[config.mk]
export PLATFORM = sky130hd
export DESIGN_NAME = cim_write_ctrl
export DESIGN_NICKNAME = d
export VERILOG_FILES = /design/src/rtl/cim_write_ctrl.sv
export SDC_FILE = /design/constraint.sdc
export NUM_CORES = 1
export LEC_CHECK = 0
export BUFFER_PORTS_ARGS = -buffer_cell sky130_fd_sc_hd__buf_2
export CORE_ASPECT_RATIO = 0.6
export CORE_MARGIN = 1.5
export CORE_UTILIZATION = 40
export DETAILED_ROUTE_END_ITERATION = 10
export GPL_ROUTABILITY_DRIVEN = 0
export HOLD_SLACK_MARGIN = 0.05
export PLACE_DENSITY = 0.66
export REMOVE_ABC_BUFFERS = 1
export SYNTH_ARGS = -nofsm -noshare
export SYNTH_HDL_FRONTEND = slang
export SYNTH_SLANG_ARGS = --single-unit
[constraint.sdc]
create_clock -name clk -period 6.2 [get_ports clk]
set_clock_uncertainty 0.15 [all_clocks]
set_input_delay 1.55 -clock clk [delete_from_list [all_inputs] [get_ports clk]]
set_output_delay 1.55 -clock clk [all_outputs]
set_load 0.05 [all_outputs]
[src/rtl/cim_write_ctrl.sv]
// rtl/cim_write_ctrl.sv - setup/pulse/hold write sequencer for the cim_array write port
module cim_write_ctrl #(
    parameter int DATA_W    = 24,
    parameter int ROWS      = 8,
    parameter int SETUP_CYC = 1,
    parameter int PULSE_CYC = 2,
    parameter int HOLD_CYC  = 1,
    parameter int ROW_W     = $clog2(ROWS)
) (
    input  logic              clk,
    input  logic              rst,
    input  logic              s_valid,
    output logic              s_ready,
    input  logic [DATA_W-1:0] s_data,
    input  logic              s_bank,
    input  logic [ROW_W-1:0]  s_row,
    input  logic              clear,
    output logic [DATA_W-1:0] D,
    output logic [ROWS-1:0]   WA0,
    output logic [ROWS-1:0]   WA1,
    output logic              busy,
    output logic              wr_done,
    output logic [ROWS-1:0]   loaded0,
    output logic [ROWS-1:0]   loaded1
);

    // The phase counter must hold the largest per-phase reload value (CYC-1).
    localparam int MAX_SP  = (SETUP_CYC > PULSE_CYC) ? SETUP_CYC : PULSE_CYC;
    localparam int MAX_CYC = (MAX_SP > HOLD_CYC) ? MAX_SP : HOLD_CYC;
    localparam int CNT_W   = (MAX_CYC > 1) ? $clog2(MAX_CYC) : 1;

    localparam logic [CNT_W-1:0] SETUP_LOAD = CNT_W'(SETUP_CYC - 1);
    localparam logic [CNT_W-1:0] PULSE_LOAD = CNT_W'(PULSE_CYC - 1);
    localparam logic [CNT_W-1:0] HOLD_LOAD  = CNT_W'(HOLD_CYC - 1);

    typedef enum logic [1:0] {
        ST_IDLE,
        ST_SETUP,
        ST_PULSE,
        ST_HOLD
    } state_t;

    state_t              state_q, state_d;
    logic [CNT_W-1:0]    cnt_q, cnt_d;
    logic [DATA_W-1:0]   data_q, data_d;
    logic                bank_q, bank_d;
    logic [ROW_W-1:0]    row_q, row_d;
    logic [ROWS-1:0]     wa0_q, wa0_d;
    logic [ROWS-1:0]     wa1_q, wa1_d;
    logic                done_q, done_d;
    logic [ROWS-1:0]     loaded0_q, loaded0_d;
    logic [ROWS-1:0]     loaded1_q, loaded1_d;
    logic [ROWS-1:0]     row_onehot;

    assign row_onehot = ROWS'(1) << row_q;

    // Next-state, phase counter, word-line and bitmap updates.
    always_comb begin
        state_d   = state_q;
        cnt_d     = cnt_q;
        data_d    = data_q;
        bank_d    = bank_q;
        row_d     = row_q;
        wa0_d     = wa0_q;
        wa1_d     = wa1_q;
        done_d    = 1'b0;
        // Clear first so a write completing on the same edge still records its bit.
        loaded0_d = clear ? '0 : loaded0_q;
        loaded1_d = clear ? '0 : loaded1_q;

        case (state_q)
            ST_IDLE: begin
                if (s_valid) begin
                    data_d  = s_data;
                    bank_d  = s_bank;
                    row_d   = s_row;
                    cnt_d   = SETUP_LOAD;
                    state_d = ST_SETUP;
                end
            end
            ST_SETUP: begin
                if (cnt_q == '0) begin
                    state_d = ST_PULSE;
                    cnt_d   = PULSE_LOAD;
                    if (bank_q) begin
                        wa1_d = row_onehot;
                    end else begin
                        wa0_d = row_onehot;
                    end
                end else begin
                    cnt_d = cnt_q - CNT_W'(1);
                end
            end
            ST_PULSE: begin
                if (cnt_q == '0) begin
                    state_d = ST_HOLD;
                    cnt_d   = HOLD_LOAD;
                    wa0_d   = '0;
                    wa1_d   = '0;
                end else begin
                    cnt_d = cnt_q - CNT_W'(1);
                end
            end
            ST_HOLD: begin
                if (cnt_q == '0) begin
                    state_d = ST_IDLE;
                    done_d  = 1'b1;
                    if (bank_q) begin
                        loaded1_d[row_q] = 1'b1;
                    end else begin
                        loaded0_d[row_q] = 1'b1;
                    end
                end else begin
                    cnt_d = cnt_q - CNT_W'(1);
                end
            end
            default: begin
                state_d = ST_IDLE;
                wa0_d   = '0;
                wa1_d   = '0;
            end
        endcase
    end

    // State and output registers; reset drops the word lines without waiting for a clock.
    always_ff @(posedge clk or posedge rst) begin
        if (rst) begin
            state_q   <= ST_IDLE;
            cnt_q     <= '0;
            data_q    <= '0;
            bank_q    <= 1'b0;
            row_q     <= '0;
            wa0_q     <= '0;
            wa1_q     <= '0;
            done_q    <= 1'b0;
            loaded0_q <= '0;
            loaded1_q <= '0;
        end else begin
            state_q   <= state_d;
            cnt_q     <= cnt_d;
            data_q    <= data_d;
            bank_q    <= bank_d;
            row_q     <= row_d;
            wa0_q     <= wa0_d;
            wa1_q     <= wa1_d;
            done_q    <= done_d;
            loaded0_q <= loaded0_d;
            loaded1_q <= loaded1_d;
        end
    end

    assign s_ready = (state_q == ST_IDLE);
    assign busy    = ~s_ready;
    assign D       = data_q;
    assign WA0     = wa0_q;
    assign WA1     = wa1_q;
    assign wr_done = done_q;
    assign loaded0 = loaded0_q;
    assign loaded1 = loaded1_q;

endmodule
# After elaboration in Yosys (flattened, before gate mapping)
# Cells that the tools add are included.
totals:
  ff_bits: 64
  input_bits: 32
  out_inout_bits: 59
  word_cells: 62
op_classes:
  addsub: 1
  n_lt_le_gt_ge: 2
  n_eq_ne: 9
  n_shift: 1
  muxes: 28
  bitwise_logic: 3
  reduce_logical: 8
ops:
  columns: ["operator", "count"]
  rows:
  - ["8-bit 2-to-1 mux", 13]
  - ["8-bit case mux with 2 select lines", 2]
  - ["8-bit bitwise OR", 2]
  - ["2-bit != test, second input constant", 6]
  - ["4-bit AND reduction", 3]
  - ["2-bit 2-to-1 mux", 4]
  - ["2-bit case mux with 4 select lines", 1]
  - ["1-bit by 3-bit << shifter with 8-bit output, first input constant", 1]
  - ["1-bit 2-to-1 mux", 6]
  - ["2-bit equality test, second input constant", 2]
  - ["3-bit by 4-bit < comparator with 1-bit output, second input constant", 1]
  - ["1-bit demux with 3-bit select", 1]
  - ["3-bit by 1-bit >= comparator with 1-bit output, second input constant", 1]
  - ["1-bit case mux with 3 select lines", 1]
  - ["2-bit by 1-bit equality test with 1-bit output, second input constant", 1]
  - ["2-bit logical NOT", 1]
  - ["2-bit AND reduction", 1]
  - ["2-bit nonzero test", 1]
  - ["2-bit OR reduction", 1]
  - ["1-bit logical AND", 1]
  - ["1-bit NOT", 1]
  - ["1-bit subtractor, second input constant", 1]

# Longest topological paths before layout
# Gate-level depths: netlist (run 1).
logic_depth:
  word_depth: 8
  ltp_mapped: 5
  ltp_nobuf: 5

# Worst setup path before layout (run 1)
# No wires, ideal clock.
synth_timing:
  path_type: "register to output"
  from: "register state_q[0]"
  to: "output port busy"
  arrival_ns: 1.389
  t_required_ns: 4.500
  setup_slack_ns: 3.111
  path_stages_with_launch: 4
  n_path_buf: 0
  path_cell_list: "dfrtp_1 > inv_1 > ha_1 > inv_1"
synth_via:
  elab_chain_len: 2
synth_rtl:
  columns: ["item", "line_no", "source"]
  rows:
  - ["start, declared", "43", "state_t state_q, state_d;"]
  - ["start signal, assigned", "139", "state_q <= state_d;"]
  - ["2-bit logical NOT", "152", "assign s_ready = (state_q == ST_IDLE);"]
  - ["named net s_ready", "13", "output logic s_ready,"]
  - ["1-bit NOT", "153", "assign busy = ~s_ready;"]
  - ["end, declared", "21", "output logic busy,"]
# The timed path passes the listed nets, and every way through them passes these cells.

# Worst setup path in the final report (run 1)
layout_timing:
  from: "register state_q[0]"
  to: "output port s_ready"
layout_via:
  elab_chain_len: 1
layout_rtl:
  columns: ["item", "line_no"]
  rows:
  - ["2-bit logical NOT", "152"]
  - ["end, declared", "13"]
# Every way passes these cells.

==> metrics.md, run 1 <==
| Metric | Value |
|---|---|
| VDD IR-drop max | 311 uV |
| Number of gates on the worst path with buffers counted | 3 |
| Crit Path Max Fanout | 4 |
| Slew @ Worst Pin | 0.783 ns |
| Count of cells along the worst hold path | 1 |
| Data arrival, critical path | 1.39 ns |
| Count of vias placed by the detailed router | 1746 |
| GR Overflow Total | 0 |
| DRC violation count after routing | 0 |
| Timing-limited maximum frequency | 324 MHz |
| Routed via count divided by cell count | 4.69 |
| CTS HTree Levels | 3 |
| CTS sink cnt | 64 |
| Initial antenna violation count | 0 |
| Cell types occupying the most area after synthesis | sky130_fd_sc_hd__dfrtp_1 62%, sky130_fd_sc_hd__mux2_2 20%, sky130_fd_sc_hd__o22ai_1 3.9% |
| Maximum number of buffers from clock root to sink | 2 |
| Count of buffers inserted at the top-level ports | 90 |
| Maximum number of pins on one net before global-route repair | 65 |
| Most instantiated library cell after synthesis | sky130_fd_sc_hd__dfrtp_1 |
| Worst path setup slack after routing | 3.11 ns |
| R2r worst-path depth | 5 |
| Switching power summed over all nets | 1.00 mW |
| Setup tns final | 0 ns |
| Seq/Total Area, Yosys | 61.7% |
| Hold_buf cts | 0 |
| Netlist area before placement | 2590 sq um |
| Async SR Flop Fraction | 100% |
| Power Density | 637 nW/um^2 |
| Crit share post-route | 49.8% |
| Wire length of the first global-routing pass | 8430 um |
| CP startpoint kind | register |
| Yosys cell types | 22 |
| Endpoint required time on the critical path | 4.50 ns |
| Share of total power consumed by net switching | 47.2% |
| Sequential share of power | 31.3% |
| Number of enable flip-flop cells after synthesis | 0 |
| Number of failing hold endpoints at the final stage | 0 |
| Unrepaired setup endpoints after global routing | false |
| Die W | 107 um |
| Tot GR Track Use | 16.3% |
| Clock tree from TritonCTS | done |
| Top Ports | 91 |
| Clk pin slew, worst setup/hold paths | 0.06 ns |
| Worst hold-check slack | 0.350 ns |
| Placeable core region | 6190 sq um |
| Overall die height | 65.4 um |
| Critical path type | reg -> out |
| Top Family by Delay on Critical Path | buffers and inverters |
| Max-capacitance violation count | 0 |
| Worst-Skew Late Latency | 0.34 ns |
| Share of final-layout standard cells stronger than drive strength 1 | 55.2% |
| Number of register bits inferred by synthesis | 64 |
| Post CTS Setup Buffer Count | 0 |
| Initial cell density of the core | 41.9% |
| Clock buffers created by TritonCTS | 9 |
| Result of the run | completed |
| Clock group share of total power | 18.1% |
| Root buf cell | sky130_fd_sc_hd__clkbuf_8 |
| Number of failing setup endpoints in the final timing report | 0 |
| Yosys warnings | 0 |
| Area growth from synthesis to layout | 28.5% |
| Sort of element at the end of the critical path | output port |
| Portion of synthesized cell area occupied by the leading cell type | 61.7% |
| Ant diodes | 0 |
| Post-cts repair resize count | 0 |
| Fraction of power consumed by combinational cells | 50.6% |
| Detailed-route wire length per cell | 13.9 um |
| Most common library cells after synthesis | 64 x sky130_fd_sc_hd__dfrtp_1, 45 x sky130_fd_sc_hd__mux2_2, 20 x sky130_fd_sc_hd__inv_1 |
| Type of the most critical hold path | reg -> reg |
| Final count of pins violating max slew | 0 |
| Final HPWL from detailed placement | 3670 um |
| Cell-internal power | 1.12 mW |
| Synthesized area divided by synthesized cell count | 13.8 sq um |
| Via count of the first global-routing pass | 1663 |
| Initial detailed-routing violation count | 47 |
| Cell Rows | 22 |
| Number of nets with antenna violations after routing | 0 |
| Chain of cells forming the critical path | inv_1, ha_1, buf_2 |
| Area enclosed by the die boundary | 6990 sq um |
| Cell accounting for the most synthesized area | sky130_fd_sc_hd__dfrtp_1 |
| Remaining max-slew budget at the tightest pin | 47.8% |
| Cell type of the slowest stage on the worst timing path | sky130_fd_sc_hd__dfrtp_1 |
| Net count of the finished layout | 320 |
| Sum of buffers and inverters on the critical path | 2 |
| Period minus WS final | 3.09 ns |
| Slowest Stage Delay on Critical Path | 0.40 ns |
| Setup slack of the most critical reg-to-reg path | 4.20 ns |
| DP Worst Slack | 3.31 ns |
| Routed Wire Length | 5190 um |
| Post-synthesis instance total | 188 |
| First-pass iteration count of the detailed router | 4 |
| Leakage component of the power | 1.70 nW |
| Top_reg_cell synth | sky130_fd_sc_hd__dfrtp_1 |
==> kinds of logic after synthesis <==
group                      synth area share, %
DFF                                       61.7
muxes                                     20.3
buffers and inverters                     4.29
and+or+nand+nor                           5.84
AOI/OAI and AO/OA                         5.40
adders and majority gates                 2.41
==> worst paths after layout <==
| path | start | end |
|---|---|---|
| min in group asynchronous | rst | D[7]$_DFFE_PP0P_ |
| min | D[16]$_DFFE_PP0P_ | D[16]$_DFFE_PP0P_ |
| max | state_q[0]$_DFFE_PP0P_ | s_ready |
| max reg2reg | state_q[0]$_DFFE_PP0P_ | WA1[4]$_DFFE_PP0P_ |
| max in group asynchronous | rst | WA0[0]$_DFFE_PP0P_ |
| min reg2reg | D[16]$_DFFE_PP0P_ | D[16]$_DFFE_PP0P_ |
==> registers in the layout, summed over array words and instances, names as in the netlist <==
register	cells
D	24
WA0	8
WA1	8
loaded0	8
loaded1	8
row_q	3
state_q	2
bank_q	1
cnt_q	1
wr_done	1
==> stage by stage <==
step / area, sq um / utilization [%] / std cells / power [mW]
global placement: 3120 / 50.4 / 356 / 1.74
CTS: 3330 / 53.8 / 372 / 2.15
floorplan: 2560 / - / 181 / 1.51
global route: 3330 / 53.8 / 372 / 2.24
detailed placement: 3120 / 50.4 / 356 / 1.76
finish: 3330 / 53.8 / 372 / 2.12
==> metal layers <==
metal	share of wire [%]	vias up	wire length, um	global-route usage (%)
met5	0	-	0	0
met4	1.7	0	87	6.50
met3	8.0	9	413	7.04
met2	41	65	2110	22.7
met1	50	831	2580	22.4
li1	-	841	-	-
==> power by group through the flow <==
| stage | clock, mW | sequential (mW) | combinational (mW) |
|---|---|---|---|
| after floorplan | 0 | 1.13 | 0.383 |
| after global placement | 0 | 0.670 | 1.07 |
| after detailed placement | 0 | 0.672 | 1.09 |
| after CTS | 0.394 | 0.666 | 1.09 |
| after global routing | 0.416 | 0.687 | 1.14 |
| final | 0.383 | 0.664 | 1.07 |
==> layout by cell type (no fill, tap or decap), types with 2 or more instances in the layout <==
cell	n
sky130_fd_sc_hd__bufinv_16	2
sky130_fd_sc_hd__ha_1	5
sky130_fd_sc_hd__mux2_2	45
sky130_fd_sc_hd__nor3_1	4
sky130_fd_sc_hd__clkbuf_8	9
sky130_fd_sc_hd__mux2i_1	2
sky130_fd_sc_hd__inv_1	19
sky130_fd_sc_hd__o22ai_1	16
sky130_fd_sc_hd__a21oi_4	2
sky130_fd_sc_hd__nor2_1	5
sky130_fd_sc_hd__nand3b_1	2
sky130_fd_sc_hd__buf_2	90
sky130_fd_sc_hd__dfrtp_1	64
sky130_fd_sc_hd__nand2_1	4
sky130_fd_sc_hd__nand2b_1	5
sky130_fd_sc_hd__clkinv_2	3
==> area by class of cell <==
type                            count  area (sq um)
Clock buffer                       10           128
Tap cell                           84           105
Clock inverter                      6          83.8
Multi-Input combinational cell     97           881
Inverter                           20          75.1
Timing Repair Buffer               91           458
Sequential cell                    64          1600
Fill cell                         561          2860
Power figures use the tool's default switching activity.
==> run 2, diff against run 1 <==
--- a/config.mk
+++ b/config.mk
@@ -5,6 +5,7 @@
 export SDC_FILE = /design/constraint.sdc
 export NUM_CORES = 1
 export LEC_CHECK = 0
+export ABC_AREA = 1
 export BUFFER_PORTS_ARGS = -buffer_cell sky130_fd_sc_hd__buf_2
 export CORE_ASPECT_RATIO = 0.6
 export CORE_MARGIN = 1.5
@@ -12,7 +13,7 @@
 export DETAILED_ROUTE_END_ITERATION = 10
 export GPL_ROUTABILITY_DRIVEN = 0
 export HOLD_SLACK_MARGIN = 0.05
-export PLACE_DENSITY = 0.66
+export PLACE_DENSITY = 0.68
 export REMOVE_ABC_BUFFERS = 1
 export SYNTH_ARGS = -nofsm -noshare
 export SYNTH_HDL_FRONTEND = slang
==> constraint.sdc (replaced) <==
create_clock -name clk -period 2.8 [get_ports clk]
set_clock_uncertainty 0.15 [all_clocks]
set_input_delay 0.7 -clock clk [delete_from_list [all_inputs] [get_ports clk]]
set_output_delay 0.7 -clock clk [all_outputs]
set_load 0.05 [all_outputs]
==> metrics.md, run 2 <==
| Metric | Value |
|---|---|
| Overall die height | 66.5 um (was 65.4 um) |
| Leakage component of the power | 2.03 nW (was 1.70 nW) |
| Worst hold-check slack | 0.245 ns (was 0.350 ns) |
| Net count of the finished layout | 434 (was 320) |
| Root buf cell | sky130_fd_sc_hd__clkbuf_8 (unchanged) |
| Top_reg_cell synth | sky130_fd_sc_hd__dfrtp_1 (unchanged) |
| Detailed-route wire length per cell | 13.5 um (was 13.9 um) |
| Clock group share of total power | 21.5% (was 18.1%) |
| Maximum number of buffers from clock root to sink | 2 (unchanged) |
| Top Ports | 91 (unchanged) |
| Power Density | 1410 nW/um^2 (was 637 nW/um^2) |
| Number of failing hold endpoints at the final stage | 0 (unchanged) |
| Layout Utilization | 55.3% (was 53.8%) |
| Fraction of power consumed by combinational cells | 48.8% (was 50.6%) |
| Cell accounting for the most synthesized area | sky130_fd_sc_hd__dfrtp_1 (unchanged) |
| Number of failing setup endpoints in the final timing report | 0 (unchanged) |
| Post-layout instance area | 3480 sq um (was 3330 sq um) |
| Yosys cell types | 18 (was 22) |
| DP Worst Slack | 0.939 ns (was 3.31 ns) |
| Synthesized area divided by synthesized cell count | 8.85 sq um (was 13.8 sq um) |
| Cell type of the slowest stage on the worst timing path | sky130_fd_sc_hd__dfrtp_1 (unchanged) |
| Count of vias placed by the detailed router | 2304 (was 1746) |
| Number of nets with antenna violations after routing | 0 (unchanged) |
| Top Family by Delay on Critical Path | buffers and inverters (unchanged) |
| Clock buffers created by TritonCTS | 9 (unchanged) |
| Ant diodes | 0 (unchanged) |
| Period minus WS final | 2.24 ns |
| Endpoint required time on the critical path | 1.95 ns (was 4.50 ns) |
| Max-capacitance violation count | 0 (unchanged) |
| Number of enable flip-flop cells after synthesis | 0 (unchanged) |
| Number of register bits inferred by synthesis | 64 (unchanged) |
| Share of final-layout standard cells stronger than drive strength 1 | 29.6% (was 55.2%) |
| Slowest Stage Delay on Critical Path | 0.38 ns (was 0.40 ns) |
| DRC violation count after routing | 0 (unchanged) |
| Clk pin slew, worst setup/hold paths | 0.07 ns (was 0.06 ns) |
| Placeable core region | 6300 sq um (was 6190 sq um) |
| Sequential share of power | 29.7% (was 31.3%) |
| First-pass iteration count of the detailed router | 4 (unchanged) |
| Sum of buffers and inverters on the critical path | 3 (was 2) |
| Crit Path Max Fanout | 4 (unchanged) |
| Netlist area before placement | 2690 sq um (was 2590 sq um) |
| Wire length of the first global-routing pass | 10700 um (was 8430 um) |
| Sort of element at the end of the critical path | output port (unchanged) |
| Setup crit start | state_q[0]$_DFFE_PP0P_ (unchanged) |
| Critical path type | reg -> out (unchanged) |
| Placed cell areas | 3220 sq um (was 3120 sq um) |
| Highest-count cells in the layout ignoring fill and taps | 127 x sky130_fd_sc_hd__nand2_1, 90 x sky130_fd_sc_hd__buf_2, 64 x sky130_fd_sc_hd__dfrtp_1, 33 x sky130_fd_sc_hd__nand3_1, 17 x sky130_fd_sc_hd__o21ai_0 (was 90 x sky130_fd_sc_hd__buf_2, 64 x sky130_fd_sc_hd__dfrtp_1, 45 x sky130_fd_sc_hd__mux2_2, 19 x sky130_fd_sc_hd__inv_1, 16 x sky130_fd_sc_hd__o22ai_1) |
| Chain of cells forming the critical path | inv_1, ha_1, inv_1, buf_2 (was inv_1, ha_1, buf_2) |
| Crit-path most repeated cell | sky130_fd_sc_hd__inv_1 |
| Final count of pins violating max slew | 0 (unchanged) |
| Cell Rows | 22 (unchanged) |
| Worst-Skew Late Latency | 0.34 ns (about the same) |
| Post CTS Setup Buffer Count | 0 (unchanged) |
| CTS sink cnt | 64 (unchanged) |
| Type of the most critical hold path | in -> async (was reg -> reg) |
| Remaining max-slew budget at the tightest pin | 63.3% (was 47.8%) |
| Portion of synthesized cell area occupied by the leading cell type | 59.5% (was 61.7%) |
| Most common library cells after synthesis | 127 x sky130_fd_sc_hd__nand2_1, 64 x sky130_fd_sc_hd__dfrtp_1, 33 x sky130_fd_sc_hd__nand3_1 (was 64 x sky130_fd_sc_hd__dfrtp_1, 45 x sky130_fd_sc_hd__mux2_2, 20 x sky130_fd_sc_hd__inv_1) |
| CTS HTree Levels | 3 (unchanged) |
| Via count of the first global-routing pass | 2174 (was 1663) |
| Async SR Flop Fraction | 100% (unchanged) |
| Post-cts repair resize count | 0 (unchanged) |
| Maximum number of pins on one net before global-route repair | 42 (was 65) |
| Yosys warnings | 0 (unchanged) |
| Result of the run | completed (unchanged) |
| Final HPWL from detailed placement | 4730 um (was 3670 um) |
| Most common cell after layout, fill and taps aside | sky130_fd_sc_hd__nand2_1 (was sky130_fd_sc_hd__buf_2) |
| GR Overflow Total | 0 (unchanged) |
| Crit share post-route | 80.1% |
| Setup tns final | 0 ns (unchanged) |
| Worst path setup slack after routing | 0.559 ns (was 3.11 ns) |
| Filler cells | 604 (was 561) |
| Data arrival, critical path | 1.39 ns (about the same) |
| Share of total power consumed by net switching | 49.9% (was 47.2%) |
| Switching power summed over all nets | 2.44 mW (was 1.00 mW) |
| Cell types occupying the most area after synthesis | sky130_fd_sc_hd__dfrtp_1 60%, sky130_fd_sc_hd__nand2_1 18%, sky130_fd_sc_hd__nand3_1 6.1% (was sky130_fd_sc_hd__dfrtp_1 62%, sky130_fd_sc_hd__mux2_2 20%, sky130_fd_sc_hd__o22ai_1 3.9%) |
| Area growth from synthesis to layout | 29.5% (was 28.5%) |
| Most instantiated library cell after synthesis | sky130_fd_sc_hd__nand2_1 (was sky130_fd_sc_hd__dfrtp_1) |
| Storage cell area | 1600 sq um (unchanged) |
| Unrepaired setup endpoints after global routing | false (unchanged) |
| Launching point of the worst reg2reg path | state_q[1]$_DFFE_PP0P_ (was state_q[0]$_DFFE_PP0P_) |
| Initial antenna violation count | 0 (unchanged) |
| Count of buffers inserted at the top-level ports | 90 (unchanged) |
| Initial cell density of the core | 42.7% (was 41.9%) |
| Area enclosed by the die boundary | 7240 sq um (was 6990 sq um) |
| Routed via count divided by cell count | 4.74 (was 4.69) |
| Timing-limited maximum frequency | 446 MHz |
| Slew @ Worst Pin | 0.550 ns (was 0.783 ns) |
| Initial detailed-routing violation count | 172 (was 47) |
| VDD IR-drop max | 620 uV (was 311 uV) |
| Clock tree from TritonCTS | done (unchanged) |
| Post-synthesis instance total | 304 (was 188) |
| Routed Wire Length | 6560 um (was 5190 um) |
| Tot GR Track Use | 20.3% (was 16.3%) |
| Area occupied by multi-input gates | 956 sq um (was 881 sq um) |
| Seq/Total Area, Yosys | 59.5% (was 61.7%) |
| CP startpoint kind | register (unchanged) |
| Die W | 109 um (was 107 um) |
| Max reg flops | 24 (unchanged) |
| Hold_buf cts | 0 (unchanged) |
| Cell-internal power | 2.46 mW (was 1.12 mW) |
run 2: worst paths after layout:
check,end,slack (ns),cells past startpoint
setup / recovery,busy,0.56,4
hold / removal,D[16]$_DFFE_PP0P_,0.25,2
setup reg to reg,row_q[1]$_DFFE_PP0P_,0.98,6
hold reg to reg,D[8]$_DFFE_PP0P_,0.32,2
max in group asynchronous,WA0[4]$_DFFE_PP0P_,1.65,3
min in group clk,D[8]$_DFFE_PP0P_,0.32,2
run 2: per-layer routing:
metal  GRT usage, %  part of all wire, %  up-vias
met4           5.43                  1.0        0
met1           30.1                   51     1087
li1               -                    -     1142
met5              0                    0        -
met3           7.34                  6.0        7
met2           27.3                   42       68
run 2: area by class of cell:
type                            instances  area share [%]
Clock buffer                            9            3.56
Tap cell                               84            3.02
Timing Repair Buffer                   93            13.9
Inverter                               18            1.94
Clock inverter                          7            4.13
Multi-Input combinational cell        211            27.4
Sequential cell                        64            46.0
run 2: cell families after synthesis:
| kind of cell | count (synthesis) | share of synthesized area [%] |
|---|---|---|
| adder cells (fa/ha/maj) | 5 | 2.33 |
| flip-flops | 64 | 59.5 |
| AO/OA/AOI/OAI | 24 | 4.79 |
| AND/OR/NAND/NOR | 182 | 28.4 |
| buffers and inverters | 29 | 4.93 |
run 2: power by group through the flow:
stage | sequential (mW) | clock, mW | combinational, mW
3_3_place_gp | 1.45 | 0 | 2.38
2_1_floorplan | 2.43 | 0 | 0.829
4_1_cts | 1.46 | 1.07 | 2.41
5_1_grt | 1.50 | 1.12 | 2.58
3_5_place_dp | 1.46 | 0 | 2.40
6_report | 1.46 | 1.05 | 2.39
run 2: metrics by stage:
step / power, mW / instances
6_report: 4.90 / 486
5_1_grt: 5.20 / 486
4_1_cts: 4.94 / 486
3_5_place_dp: 3.87 / 470
3_3_place_gp: 3.83 / 470
2_1_floorplan: 3.26 / 293
==> run 3, diff against run 2 <==
==> constraint.sdc (replaced) <==
create_clock -name clk -period 1.9 [get_ports clk]
set_clock_uncertainty 0.15 [all_clocks]
set_input_delay 0.475 -clock clk [delete_from_list [all_inputs] [get_ports clk]]
set_output_delay 0.475 -clock clk [all_outputs]
set_load 0.05 [all_outputs]
==> metrics.md, run 3 (synthesis results as in run 2) <==
| Metric | Value |
|---|---|
| Highest-count cells in the layout ignoring fill and taps | 127 x sky130_fd_sc_hd__nand2_1, 88 x sky130_fd_sc_hd__buf_2, 64 x sky130_fd_sc_hd__dfrtp_1, 33 x sky130_fd_sc_hd__nand3_1, 17 x sky130_fd_sc_hd__o21ai_0 (was 127 x sky130_fd_sc_hd__nand2_1, 90 x sky130_fd_sc_hd__buf_2, 64 x sky130_fd_sc_hd__dfrtp_1, 33 x sky130_fd_sc_hd__nand3_1, 17 x sky130_fd_sc_hd__o21ai_0) |
| GR Overflow Total | 0 (unchanged) |
| DRC violation count after routing | 0 (unchanged) |
| Initial antenna violation count | 0 (unchanged) |
| Area enclosed by the die boundary | 7240 sq um (unchanged) |
| Clock buffers created by TritonCTS | 9 (unchanged) |
| Net count of the finished layout | 440 (was 434) |
| Maximum number of buffers from clock root to sink | 2 (unchanged) |
| Number of nets with antenna violations after routing | 0 (unchanged) |
| Root buf cell | sky130_fd_sc_hd__clkbuf_8 (unchanged) |
| Share of final-layout standard cells stronger than drive strength 1 | 31.2% (was 29.6%) |
| Overall die height | 66.5 um (unchanged) |
| Count of buffers inserted at the top-level ports | 90 (unchanged) |
| Clock tree from TritonCTS | done (unchanged) |
| Final HPWL from detailed placement | 4560 um (was 4730 um) |
| Crit Path Max Fanout | 5 (was 4) |
| Max reg flops | 24 (unchanged) |
| Clk pin slew, worst setup/hold paths | 0.07 ns (about the same) |
| Type of the most critical hold path | in -> reg (was in -> async) |
| Routed via count divided by cell count | 4.79 (was 4.74) |
| Endpoint required time on the critical path | 1.27 ns (was 1.95 ns) |
| Worst-Skew Late Latency | 0.33 ns (was 0.34 ns) |
| Final count of pins violating max slew | 0 (unchanged) |
| Setup tns final | 0 ns (unchanged) |
| Slew @ Worst Pin | 0.461 ns (was 0.550 ns) |
| Sort of element at the end of the critical path | output port (unchanged) |
| Initial cell density of the core | 42.7% (unchanged) |
| Wire length of the first global-routing pass | 10900 um (was 10700 um) |
| CP startpoint kind | register (unchanged) |
| Power Density | 1970 nW/um^2 (was 1410 nW/um^2) |
| Via count of the first global-routing pass | 2189 (was 2174) |
| Cell Rows | 22 (unchanged) |
| CTS sink cnt | 64 (unchanged) |
| Crit share post-route | 96.8% |
| Placeable core region | 6300 sq um (unchanged) |
| CTS HTree Levels | 3 (unchanged) |
| Tot GR Track Use | 20.1% (was 20.3%) |
| Routed Wire Length | 6530 um (was 6560 um) |
| Critical path type | reg -> out (unchanged) |
| Most common cell after layout, fill and taps aside | sky130_fd_sc_hd__nand2_1 (unchanged) |
| Detailed-route wire length per cell | 13.3 um (was 13.5 um) |
| Count of vias placed by the detailed router | 2350 (was 2304) |
| Worst hold-check slack | 0.216 ns (was 0.245 ns) |
| Number of failing hold endpoints at the final stage | 0 (unchanged) |
| Leakage component of the power | 2.03 nW (about the same) |
| First-pass iteration count of the detailed router | 4 (unchanged) |
| Max-capacitance violation count | 0 (unchanged) |
| Remaining max-slew budget at the tightest pin | 69.3% (was 63.3%) |
| Timing-limited maximum frequency | 544 MHz |
| Top Ports | 91 (unchanged) |
| Die W | 109 um (unchanged) |
| Ant diodes | 0 (unchanged) |
| Initial detailed-routing violation count | 147 (was 172) |
| VDD IR-drop max | 886 uV (was 620 uV) |
| Number of failing setup endpoints in the final timing report | 0 (unchanged) |
| Maximum number of pins on one net before global-route repair | 65 (was 42) |
| Total Power | 6.83 mW (was 4.90 mW) |
| Data arrival, critical path | 1.21 ns (was 1.39 ns) |
| Result of the run | completed (unchanged) |
| Area growth from synthesis to layout | 28.6% (was 29.5%) |
| Period minus WS final | 1.84 ns |
[run 3: cell count changes in the layout (fill, tap and decap cells not counted), moves of 2 or more]
cell                         delta
sky130_fd_sc_hd__buf_4          +6
sky130_fd_sc_hd__buf_2          -2
sky130_fd_sc_hd__clkinv_2       +4
sky130_fd_sc_hd__bufinv_16      -4
sky130_fd_sc_hd__clkbuf_8       +2
sky130_fd_sc_hd__clkinvlp_4     -2
sky130_fd_sc_hd__inv_1          -2
sky130_fd_sc_hd__inv_2          +2
sky130_fd_sc_hd__ha_1           -2
[run 3: worst max-delay path: stages (launching register included)]
cell	delay, ns
sky130_fd_sc_hd__dfrtp_1	0.39
sky130_fd_sc_hd__inv_2	0.07
sky130_fd_sc_hd__ha_4	0.17
sky130_fd_sc_hd__inv_1	0.09
sky130_fd_sc_hd__buf_6	0.16
[run 3: cell type report]
type / instances / area [sq um]
clock buffer: 11 / 151
clock inverter: 4 / 20.0
fill: 618 / 2850
inverter: 18 / 67.6
multi-input combinational: 211 / 971
sequential: 64 / 1600
tap: 84 / 105
timing repair buffer: 99 / 542
[run 3: path summary, 6_finish.rpt]
path | start | end | slack, ns | cells past startpoint
max in group asynchronous | rst | WA0[7]$_DFFE_PP0P_ | 0.71 | 4
max | state_q[1]$_DFFE_PP0P_ | busy | 0.06 | 4
max reg2reg | state_q[0]$_DFFE_PP0P_ | WA0[7]$_DFFE_PP0P_ | 0.18 | 8
min in group asynchronous | rst | D[10]$_DFFE_PP0P_ | 0.60 | 4
min | s_data[13] | D[13]$_DFFE_PP0P_ | 0.22 | 3
min reg2reg | D[2]$_DFFE_PP0P_ | D[2]$_DFFE_PP0P_ | 0.32 | 2
[run 3: metal layers]
metal | track usage, % | routed length [um] | up-vias
met2 | 28.4 | 2860 | 73
met4 | 7.89 | 30 | 0
li1 | - | - | 1153
met1 | 29.1 | 3310 | 1120
met5 | 0 | 0 | -
met3 | 5.48 | 334 | 4
[run 3: metrics by stage]
step,setup slack [ns],utilization (%),cells,cell area [sq um]
floorplan,-0.695,-,293,2630
global placement,0.170,51.0,470,3220
detailed placement,0.0755,51.0,470,3220
CTS,0.00328,54.4,488,3430
global route,-0.00304,54.9,491,3460
finish,0.0601,54.9,491,3460
[run 3: what timing repair did]
| action | CTS | global route |
|---|---|---|
| gates resized for setup | 6 | 2 |
| buffers inserted | 2 | 3 |
| hold buffers | 1 | 0 |
| endpoints found under the hold margin | 12 | 0 |
| cloned | 0 | 0 |
| endpoints found under the setup margin | 2 | 14 |
[run 3: where the power goes]
| group | leakage (nW) | internal, mW | switching [mW] |
|---|---|---|---|
| Sequential | 0.833 | 1.85 | 0.298 |
| Clock | 0.0947 | 0.527 | 0.475 |
| Combinational | 1.10 | 0.880 | 2.80 |
